$ cat src/rtl/lru_sched_pkg.sv
// Shared definitions for the LRU update scheduler.
//   - state_e     : scheduler FSM states
//   - *Default    : default set-index width and way count
//   - lowest_bit  : isolates the lowest set bit of a way vector (one-hot select)
package lru_sched_pkg;

  localparam int unsigned SetWDefault = 7;
  localparam int unsigned WaysDefault = 8;
  // Widest way vector lowest_bit() can handle; callers cast in and out.
  localparam int unsigned MaxWays     = 64;

  typedef enum logic [2:0] {
    StIdle,
    StHitUpd,
    StVicRd,
    StVicCap,
    StFillWait,
    StFillUpd
  } state_e;

  // Two's-complement trick: v & -v keeps only the lowest set bit; zero stays zero.
  function automatic logic [MaxWays-1:0] lowest_bit(input logic [MaxWays-1:0] v);
    return v & (~v + MaxWays'(1));
  endfunction

endpackage

$ cat src/rtl/lru_hit_fifo.sv
// Synchronous hit-update queue.
//   clk_i/rst_ni : clock, asynchronous active-low reset
//   push_i/wdata_i : write an entry (ignored when full unless a pop happens together)
//   pop_i/rdata_o  : pop the head; rdata_o always shows the current head
//   full_o/empty_o/count_o : occupancy
// Depth must be a power of two so the pointers wrap naturally.
module lru_hit_fifo #(
  parameter int unsigned Width = 15,
  parameter int unsigned Depth = 4
) (
  input  logic                     clk_i,
  input  logic                     rst_ni,
  input  logic                     push_i,
  input  logic [Width-1:0]         wdata_i,
  input  logic                     pop_i,
  output logic [Width-1:0]         rdata_o,
  output logic                     full_o,
  output logic                     empty_o,
  output logic [$clog2(Depth):0]   count_o
);

  localparam int unsigned PtrW = $clog2(Depth);
  localparam int unsigned CntW = PtrW + 1;

  logic [Width-1:0] mem_q [Depth];
  logic [Width-1:0] mem_d [Depth];
  logic [PtrW-1:0]  wr_ptr_q, wr_ptr_d;
  logic [PtrW-1:0]  rd_ptr_q, rd_ptr_d;
  logic [CntW-1:0]  cnt_q, cnt_d;
  logic             do_push, do_pop;

  assign full_o  = (cnt_q == CntW'(Depth));
  assign empty_o = (cnt_q == '0);
  assign count_o = cnt_q;
  assign rdata_o = mem_q[rd_ptr_q];

  assign do_pop  = pop_i & ~empty_o;
  // A push into a full queue is fine when the head leaves on the same edge.
  assign do_push = push_i & (~full_o | do_pop);

  always_comb begin
    mem_d    = mem_q;
    wr_ptr_d = wr_ptr_q;
    rd_ptr_d = rd_ptr_q;
    if (do_push) begin
      mem_d[wr_ptr_q] = wdata_i;
      wr_ptr_d        = wr_ptr_q + PtrW'(1);
    end
    if (do_pop) begin
      rd_ptr_d = rd_ptr_q + PtrW'(1);
    end
    cnt_d = cnt_q + CntW'(do_push) - CntW'(do_pop);
  end

  always_ff @(posedge clk_i or negedge rst_ni) begin
    if (!rst_ni) begin
      for (int i = 0; i < int'(Depth); i++) begin
        mem_q[i] <= '0;
      end
      wr_ptr_q <= '0;
      rd_ptr_q <= '0;
      cnt_q    <= '0;
    end else begin
      mem_q    <= mem_d;
      wr_ptr_q <= wr_ptr_d;
      rd_ptr_q <= rd_ptr_d;
      cnt_q    <= cnt_d;
    end
  end

endmodule

$ cat src/rtl/lru_sched.sv
// Scheduler in front of an LRU buffer: queues hit updates, serves victim
// queries for misses, and issues the post-refill LRU update.
//   clk, rst (async, active-low)
//   i_hit_*  / o_hit_ready  : hit-update request channel (valid/ready)
//   i_miss_* / o_miss_ready : victim-query channel (valid/ready, IDLE only)
//   o_victim_valid/o_victim_way_8 : one-cycle victim pulse per accepted miss
//   i_fill_done    : refill of the returned victim finished
//   o_lru_*        : drive the LRU buffer; i_lru_flag_8 is its flag output
//   o_busy         : FSM not idle or hits still queued
// All outputs are registered except the two ready signals.
module lru_sched
  import lru_sched_pkg::*;
#(
  parameter int unsigned SET_W      = SetWDefault,
  parameter int unsigned WAYS       = WaysDefault,
  parameter int unsigned FIFO_DEPTH = 4
) (
  input  logic             clk,
  input  logic             rst,
  input  logic             i_hit_valid,
  output logic             o_hit_ready,
  input  logic [SET_W-1:0] i_hit_addr_7,
  input  logic [WAYS-1:0]  i_hit_way_8,
  input  logic             i_miss_valid,
  output logic             o_miss_ready,
  input  logic [SET_W-1:0] i_miss_addr_7,
  output logic             o_victim_valid,
  output logic [WAYS-1:0]  o_victim_way_8,
  input  logic             i_fill_done,
  output logic [SET_W-1:0] o_lru_addr_7,
  output logic [WAYS-1:0]  o_lru_hit_way_8,
  output logic             o_lru_hit_sig,
  input  logic [WAYS-1:0]  i_lru_flag_8,
  output logic             o_busy
);

  localparam int unsigned EntryW = SET_W + WAYS;
  localparam int unsigned CntW   = $clog2(FIFO_DEPTH) + 1;

  state_e           state_q, state_d;
  logic [SET_W-1:0] miss_addr_q, miss_addr_d;
  logic             victim_valid_q, victim_valid_d;
  logic [WAYS-1:0]  victim_way_q, victim_way_d;
  logic [SET_W-1:0] lru_addr_q, lru_addr_d;
  logic [WAYS-1:0]  lru_way_q, lru_way_d;
  logic             lru_sig_q, lru_sig_d;
  logic             busy_q, busy_d;

  logic              fifo_push, fifo_pop, fifo_full, fifo_empty;
  logic [EntryW-1:0] fifo_rdata;
  logic [CntW-1:0]   fifo_count, fifo_count_next;
  logic [SET_W-1:0]  head_addr;
  logic [WAYS-1:0]   head_way;
  logic              miss_xfer;

  assign o_hit_ready  = ~fifo_full;
  // Gated by rst so no miss is offered while held in reset.
  assign o_miss_ready = rst & (state_q == StIdle) & ~fifo_full;
  assign miss_xfer    = i_miss_valid & o_miss_ready;
  // All-zero way vectors carry no update and are dropped at the door.
  assign fifo_push    = i_hit_valid & o_hit_ready & (|i_hit_way_8);

  assign head_addr = fifo_rdata[EntryW-1:WAYS];
  assign head_way  = fifo_rdata[WAYS-1:0];

  lru_hit_fifo #(
    .Width (EntryW),
    .Depth (FIFO_DEPTH)
  ) u_hit_fifo (
    .clk_i   (clk),
    .rst_ni  (rst),
    .push_i  (fifo_push),
    .wdata_i ({i_hit_addr_7, i_hit_way_8}),
    .pop_i   (fifo_pop),
    .rdata_o (fifo_rdata),
    .full_o  (fifo_full),
    .empty_o (fifo_empty),
    .count_o (fifo_count)
  );

  assign fifo_count_next = fifo_count + CntW'(fifo_push) - CntW'(fifo_pop);

  always_comb begin
    state_d        = state_q;
    miss_addr_d    = miss_addr_q;
    victim_valid_d = 1'b0;
    victim_way_d   = victim_way_q;
    lru_addr_d     = lru_addr_q;
    lru_way_d      = '0;
    lru_sig_d      = 1'b0;
    fifo_pop       = 1'b0;

    case (state_q)
      StIdle: begin
        // A full queue blocks miss_ready, so miss_xfer already loses to it.
        if (miss_xfer) begin
          state_d     = StVicRd;
          miss_addr_d = i_miss_addr_7;
          lru_addr_d  = i_miss_addr_7;
        end else if (!fifo_empty) begin
          // Outputs are registered, so the head is popped and latched on entry.
          state_d    = StHitUpd;
          fifo_pop   = 1'b1;
          lru_sig_d  = 1'b1;
          lru_addr_d = head_addr;
          lru_way_d  = WAYS'(lowest_bit(MaxWays'(head_way)));
        end
      end
      StHitUpd: state_d = StIdle;
      // Address stays on the buffer input so its flag is valid in StVicCap.
      StVicRd:  state_d = StVicCap;
      StVicCap: begin
        state_d        = StFillWait;
        victim_valid_d = 1'b1;
        victim_way_d   = (i_lru_flag_8 == '0) ? WAYS'(1)
                                              : WAYS'(lowest_bit(MaxWays'(i_lru_flag_8)));
      end
      StFillWait: begin
        if (i_fill_done) begin
          state_d    = StFillUpd;
          lru_sig_d  = 1'b1;
          lru_addr_d = miss_addr_q;
          lru_way_d  = victim_way_q;
        end
      end
      StFillUpd: state_d = StIdle;
      default:   state_d = StIdle;
    endcase

    busy_d = (state_d != StIdle) | (fifo_count_next != '0);
  end

  always_ff @(posedge clk or negedge rst) begin
    if (!rst) begin
      state_q        <= StIdle;
      miss_addr_q    <= '0;
      victim_valid_q <= 1'b0;
      victim_way_q   <= '0;
      lru_addr_q     <= '0;
      lru_way_q      <= '0;
      lru_sig_q      <= 1'b0;
      busy_q         <= 1'b0;
    end else begin
      state_q        <= state_d;
      miss_addr_q    <= miss_addr_d;
      victim_valid_q <= victim_valid_d;
      victim_way_q   <= victim_way_d;
      lru_addr_q     <= lru_addr_d;
      lru_way_q      <= lru_way_d;
      lru_sig_q      <= lru_sig_d;
      busy_q         <= busy_d;
    end
  end

  assign o_victim_valid  = victim_valid_q;
  assign o_victim_way_8  = victim_way_q;
  assign o_lru_addr_7    = lru_addr_q;
  assign o_lru_hit_way_8 = lru_way_q;
  assign o_lru_hit_sig   = lru_sig_q;
  assign o_busy          = busy_q;

endmodule
$ cat config.mk
export PLATFORM = sky130hd
export DESIGN_NAME = lru_sched
export DESIGN_NICKNAME = d
export VERILOG_FILES = /design/src/rtl/lru_sched_pkg.sv /design/src/rtl/lru_hit_fifo.sv /design/src/rtl/lru_sched.sv
export SDC_FILE = /design/constraint.sdc
export NUM_CORES = 1
export LEC_CHECK = 0
export ABC_AREA = 1
export BUFFER_PORTS_ARGS = -buffer_cell sky130_fd_sc_hd__clkbuf_2
export CAP_MARGIN = 20
export CORE_UTILIZATION = 52
export CTS_CLUSTER_SIZE = 10
export DETAILED_ROUTE_END_ITERATION = 16
export PLACE_DENSITY = 0.81
export SYNTH_ARGS = -nofsm -noshare
export SYNTH_HDL_FRONTEND = slang
export SYNTH_HIERARCHICAL = 1
export SYNTH_SLANG_ARGS = --single-unit
$ cat constraint.sdc
create_clock -name clk -period 2.1 [get_ports clk]
set_input_delay 0.42 -clock clk [delete_from_list [all_inputs] [get_ports clk]]
set_output_delay 0.42 -clock clk [all_outputs]
set_load 0.01 [all_outputs]
# == Word level (Yosys, flattened, before mapping) ==
# Cells that the tools add are included.
# op_classes
bitwise,17
add_sub_neg,8
eq_ne,6
n_reduce_logical,10
muxes,25
order_cmp,3
# ops
cell,n
60-bit bitwise mux,1
15-bit two-way mux,3
8-bit two-way mux,4
15-bit binary-select mux with 2-bit select,1
15-bit demux with 2-bit select,1
7-bit two-way mux,3
"8-bit by 1-bit adder with 8-bit output, second input constant",2
8-bit bitwise AND,2
8-bit inverter,2
8-bit one-hot mux with 2 select lines,1
7-bit one-hot mux with 2 select lines,1
3-bit one-hot mux with 4 select lines,1
3-bit two-way mux,3
8-bit zero test,1
8-bit OR reduction,1
1-bit bitwise AND,7
3-bit by 1-bit adder with 3-bit output,2
"3-bit by 2-bit equality test with 1-bit output, second input constant",2
"3-bit equality test, second input constant",2
"3-bit greater-or-equal comparator, second input constant",2
3-bit zero test,2
2-bit inverter with 3-bit output,2
3-bit nonzero test,2
3-bit by 1-bit subtractor with 3-bit output,2
12 further kinds,19
# word_totals
regBits,103
out_inout_bits,28

# == Longest topological paths before layout ==
# logic_depth
word_depth,11
mapped_depth,17

# == Hierarchy ==
# The synthesis kept the hierarchy.
# by_module_without_submodules
module,instances,area_each_um2,seq_area_each_um2,cells_each
lru_hit_fifo,1,3331.9,1676.6,396
lru_sched,1,1794.2,900.9,221

# == Worst setup path after synthesis ==
# Ideal clock, no wire load.
# synth_timing
path_kind,register -> register
startpoint,register u_hit_fifo.cnt_q[2] (netlist: u_hit_fifo/count_o[2])
endpoint,register u_hit_fifo.cnt_q[2] (netlist: u_hit_fifo/count_o[2])
arrival_time_ps,2200
path_slack_ps,-229
path_stages_with_launch,12
n_path_buf,1
period_less_slack_ps,2329
cell_sequence,dfrtp_1 > inv_1 > nor3_1 > inv_1 > nand2_1 > a21oi_1 > buf_2 > or2_2 > nand2_1 > ha_1 > fa_1 > xor2_1
# synth_rtl
item,line_no,text
"start, declared",lru_hit_fifo.sv:29,"logic [CntW-1:0] cnt_q, cnt_d;"
"start signal, assigned",lru_hit_fifo.sv:67,cnt_q <= cnt_d;
3-bit equality test,lru_hit_fifo.sv:32,assign full_o = (cnt_q == CntW'(Depth));
net fifo_full,lru_sched.sv:49,"logic fifo_push, fifo_pop, fifo_full, fifo_empty;"
1-bit inverter,lru_sched.sv:56,assign o_hit_ready = ~fifo_full;
net o_hit_ready,lru_sched.sv:21,"output logic o_hit_ready,"
1-bit bitwise AND (2 in a row),lru_sched.sv:61,assign fifo_push = i_hit_valid & o_hit_ready & (|i_hit_way_8);
net fifo_push,lru_sched.sv:49,
1-bit bitwise AND,lru_hit_fifo.sv:39,assign do_push = push_i & (~full_o | do_pop);
3-bit by 1-bit adder with 3-bit output,lru_hit_fifo.sv:52,cnt_d = cnt_q + CntW'(do_push) - CntW'(do_pop);
3-bit by 1-bit subtractor with 3-bit output,lru_hit_fifo.sv:52,
net u_hit_fifo.cnt_d[2],lru_hit_fifo.sv:29,
# The timed path passes the listed nets, and every way through them passes these cells.
# A chain may end at the register's enable or synchronous reset.

# == Worst setup path in the final report ==
# layout_timing
startpoint,register u_hit_fifo.cnt_q[0] (netlist: u_hit_fifo/count_o[0])
endpoint,register busy_q (netlist: o_busy)
# layout_between
elab_chain_cells,9
# layout_rtl
item,line_no,text
3-bit equality test (*),lru_hit_fifo.sv:32,
net fifo_full,lru_sched.sv:49,
1-bit inverter (*),"lru_sched.sv:56, lru_sched.sv:58",
"parallel branches: the longest is 6 deep, another holds 3-bit by 1-bit adder with 3-bit output",-,
1-bit bitwise OR (*),lru_sched.sv:130,busy_d = (state_d != StIdle) | (fifo_count_next != '0);
net busy_d,lru_sched.sv:47,"logic busy_q, busy_d;"
"end signal, assigned",lru_sched.sv:151,busy_q <= busy_d;
"end, declared",lru_sched.sv:47,
# Mark *: on every way through the listed nets, which the timed path passes.

==> results.md <==
* Status: finished with violations
* Violated checks: setup timing
* Synth Flop Type: dfrtp_1
* Critical path's slowest cell: dfrtp_1
* Critical path's largest stage delay at 430 ps
* Largest net degree at the start of global routing at 87
* CP Max Fanout at 4
* Dominant cells by area after synthesis: dfrtp_1 (50%), nand2_1 (13%), nand4_1 (7.7%)
* Core ar. at 9420 um2
* Vias in the first global route at between 4,000 and 5,000
* Cells after Synth at slightly above 600
* Worst slack at placement at -227 ps
* Via count at 4,831
* Final Critical Period at around 2300 ps
* Max_cap viols at 0
* # H-tree levels at 3
* Chip width at 101 um
* Post-route ant nets at 0
* Worst-margin pin slew at a little over 500 ps
* Setup ws final at -208 ps
* Number of buffers added on ports at 62
* Yosys warning total at 6
* Cell with the most instances after synthesis: nand2_1
* DP Area at 5760 um2
* WL final at around 14,000 um
* Leading area contributor after synthesis: dfrtp_1
* Post-synth top cells: nand2_1 (182), dfrtp_1 (103), nand4_1 (63), nor2_1 (49), nand3_1 (41)
* I/O Pins at 63
* Initial Utilization at 0.544
* Worst setup skew after layout at around 12 ps
* Clock slew at reported path FFs at 100 ps
* DRC Markers at 0
* # rows at 35
* Fin cells at ~850
* Net Count, Synth at between 600 and 700
* Avg Cell Area, Syn at 8.31 um2
* Initial antenna violation count at 0
* CP required at roughly 2400 ps
* First DRT Iteration DRCs at between 400 and 500
* Yosys reg bits at 103
* GRT Total Usage at 0.272
* Max Clock Freq at between 0.4 and 0.5 GHz
* Clock Sinks at slightly above 100
* Layout cells sized above 1 at 0.239
* RSZ-0062 raised after global routing: true
* Die area at 10,300 um2
* CP endpoint kind: register
* Bufs on Longest Clock Path at 2
* EDFF count, synth at 0
* Power Total at between 9 and 10 mW
* Setup crit start kind: register
* Drt wl/cell at around 16 um
* Hold_ws at approximately 130 ps
* Worst min path class: in -> async
* Global-route wire length before repair at between 20,000 and 25,000 um
* Synth top area share at 0.503
* Crit path cell chain: nor3_2, nor2_1, nand4_2, nand2_4, or2_1, nand2_1, ha_2, fa_2, nor2_1, nand3_1, nor3_1, nand2_1
* Fin nets at 754
* Vias/cell at 5.72
* Post-synthesis async set-or-reset flop share at 1.00
* Antenna Cells at 0
* Total grt overflow at 0
* Final HPWL DP at 8340 um
* Die height at between 100 and 150 um
* Max_slew headroom at 0.653
* Max rail drop VDD at between 0.9 and 1 mV
* Final Hold Viols at 0
* Critical path arrival at 2560 ps
* DR pass1 iterations at 5
* Final core occ at 0.660
* Syn Std Cell Area at 5130 um2
* Critical path class: reg -> reg
* Netlist cell types at 32
* Worst skew pair latency at about 360 ps
* Final setup violation count at 3
* CTS Buf Count at 9
* Area delta synth->final at 21.1%
* TNS Setup at -383 ps
* Design Area, Final at approximately 6200 um2
* CTS Root Cell: clkbuf_8
* Final Cycle Share at 1.10
* Seq/Total Area, Yosys at 0.503
* Slew Limit Fails at 0
* Gpl congestion at 0.822
* CTS tree: built
* Placed cells at slightly above 800
* Power density over the cells at between 1500 and 2000 nW/um2
* Leak at 3.23 nW
sequential cells by signal, indices dropped and copies added (netlist names):
| name | cells |
|---|---|
| o_victim_valid | 1 |
| u_hit_fifo/count_o | 3 |
| u_hit_fifo/wr_ptr_q | 2 |
| u_hit_fifo/rd_ptr_q | 2 |
| o_lru_hit_sig | 1 |
| o_lru_hit_way_8 | 8 |
| miss_addr_q | 7 |
| o_busy | 1 |
| o_lru_addr_7 | 7 |
| o_victim_way_8 | 8 |
| state_q | 3 |
| u_hit_fifo/mem_q | 60 |
final timing paths:
path / slack (ps) / to / depth (start not counted) / start
setup / recovery: -210 / o_busy$_DFF_PN0_ / 12 / u_hit_fifo/count_o[0]$_DFF_PN0_
hold reg to reg: 480 / u_hit_fifo/mem_q[21]$_DFFE_PN0P_ / 2 / u_hit_fifo/mem_q[21]$_DFFE_PN0P_
max in group asynchronous: 1160 / o_victim_way_8[2]$_DFFE_PN0P_ / 3 / rst
setup reg to reg: -210 / o_busy$_DFF_PN0_ / 12 / u_hit_fifo/count_o[0]$_DFF_PN0_
hold / removal: 130 / u_hit_fifo/count_o[0]$_DFF_PN0_ / 3 / rst
min in group clk: 310 / miss_addr_q[2]$_DFFE_PN0P_ / 3 / i_miss_addr_7[2]
report_power, final:
part / total [mW] / internal [mW] / switching [mW]
Combinational: 5.38 / 2.13 / 3.26
Clock: 1.26 / 0.582 / 0.673
Sequential: 3.31 / 2.84 / 0.469
Total: 9.95 / 5.55 / 4.40
area by class of cell:
type                       instances  area [um2]
tap                              129         161
multi-input combinational        436        2250
clock buffer                      11         141
sequential                       103        2580
inverter                          36         145
timing repair buffer             125         876
clock inverter                     5        57.6
fill                             765        3210
logic make-up after synthesis:
group                      after synthesis  synth area share
buffers and inverters                   78            0.0781
xor gates and xnor gates                 5           0.00854
and+or+nand+nor                        353             0.314
AOI/OAI and AO/OA                       70            0.0742
adders and majority gates                8            0.0225
DFF                                    103             0.503
timing repair:
action	4_1_cts	5_1_grt
hold buffers	2	0
pin swaps	14	9
gates cloned	0	1
endpoints found under the setup margin	59	63
endpoints found under the hold margin	9	0
setup buffers	12	1
resized for setup	16	16
placed cells by master (no fill, tap or decap), drive strengths merged, types with 9 or more instances in the layout:
cell    synthesis  final
nand2         184    184
dfrtp         103    103
clkbuf         15     73
nand4          64     64
buf            27     61
nor2           52     52
nand3          44     44
o21ai          38     38
inv            36     36
o22ai          22     22
a21oi           9      9
routing by layer:
layer	wire, um	GRT usage
met1	5620	0.369
met2	6540	0.446
met3	1110	0.0524
met4	243	0.0814
met5	0	0
critical path: cells and delay by family (launching register included):
kind                       cells  cell delay (ps)
and+or+nand+nor               10             1160
adders and majority gates      2              590
DFF                            1              430
(Power assumes the default switching activity.)
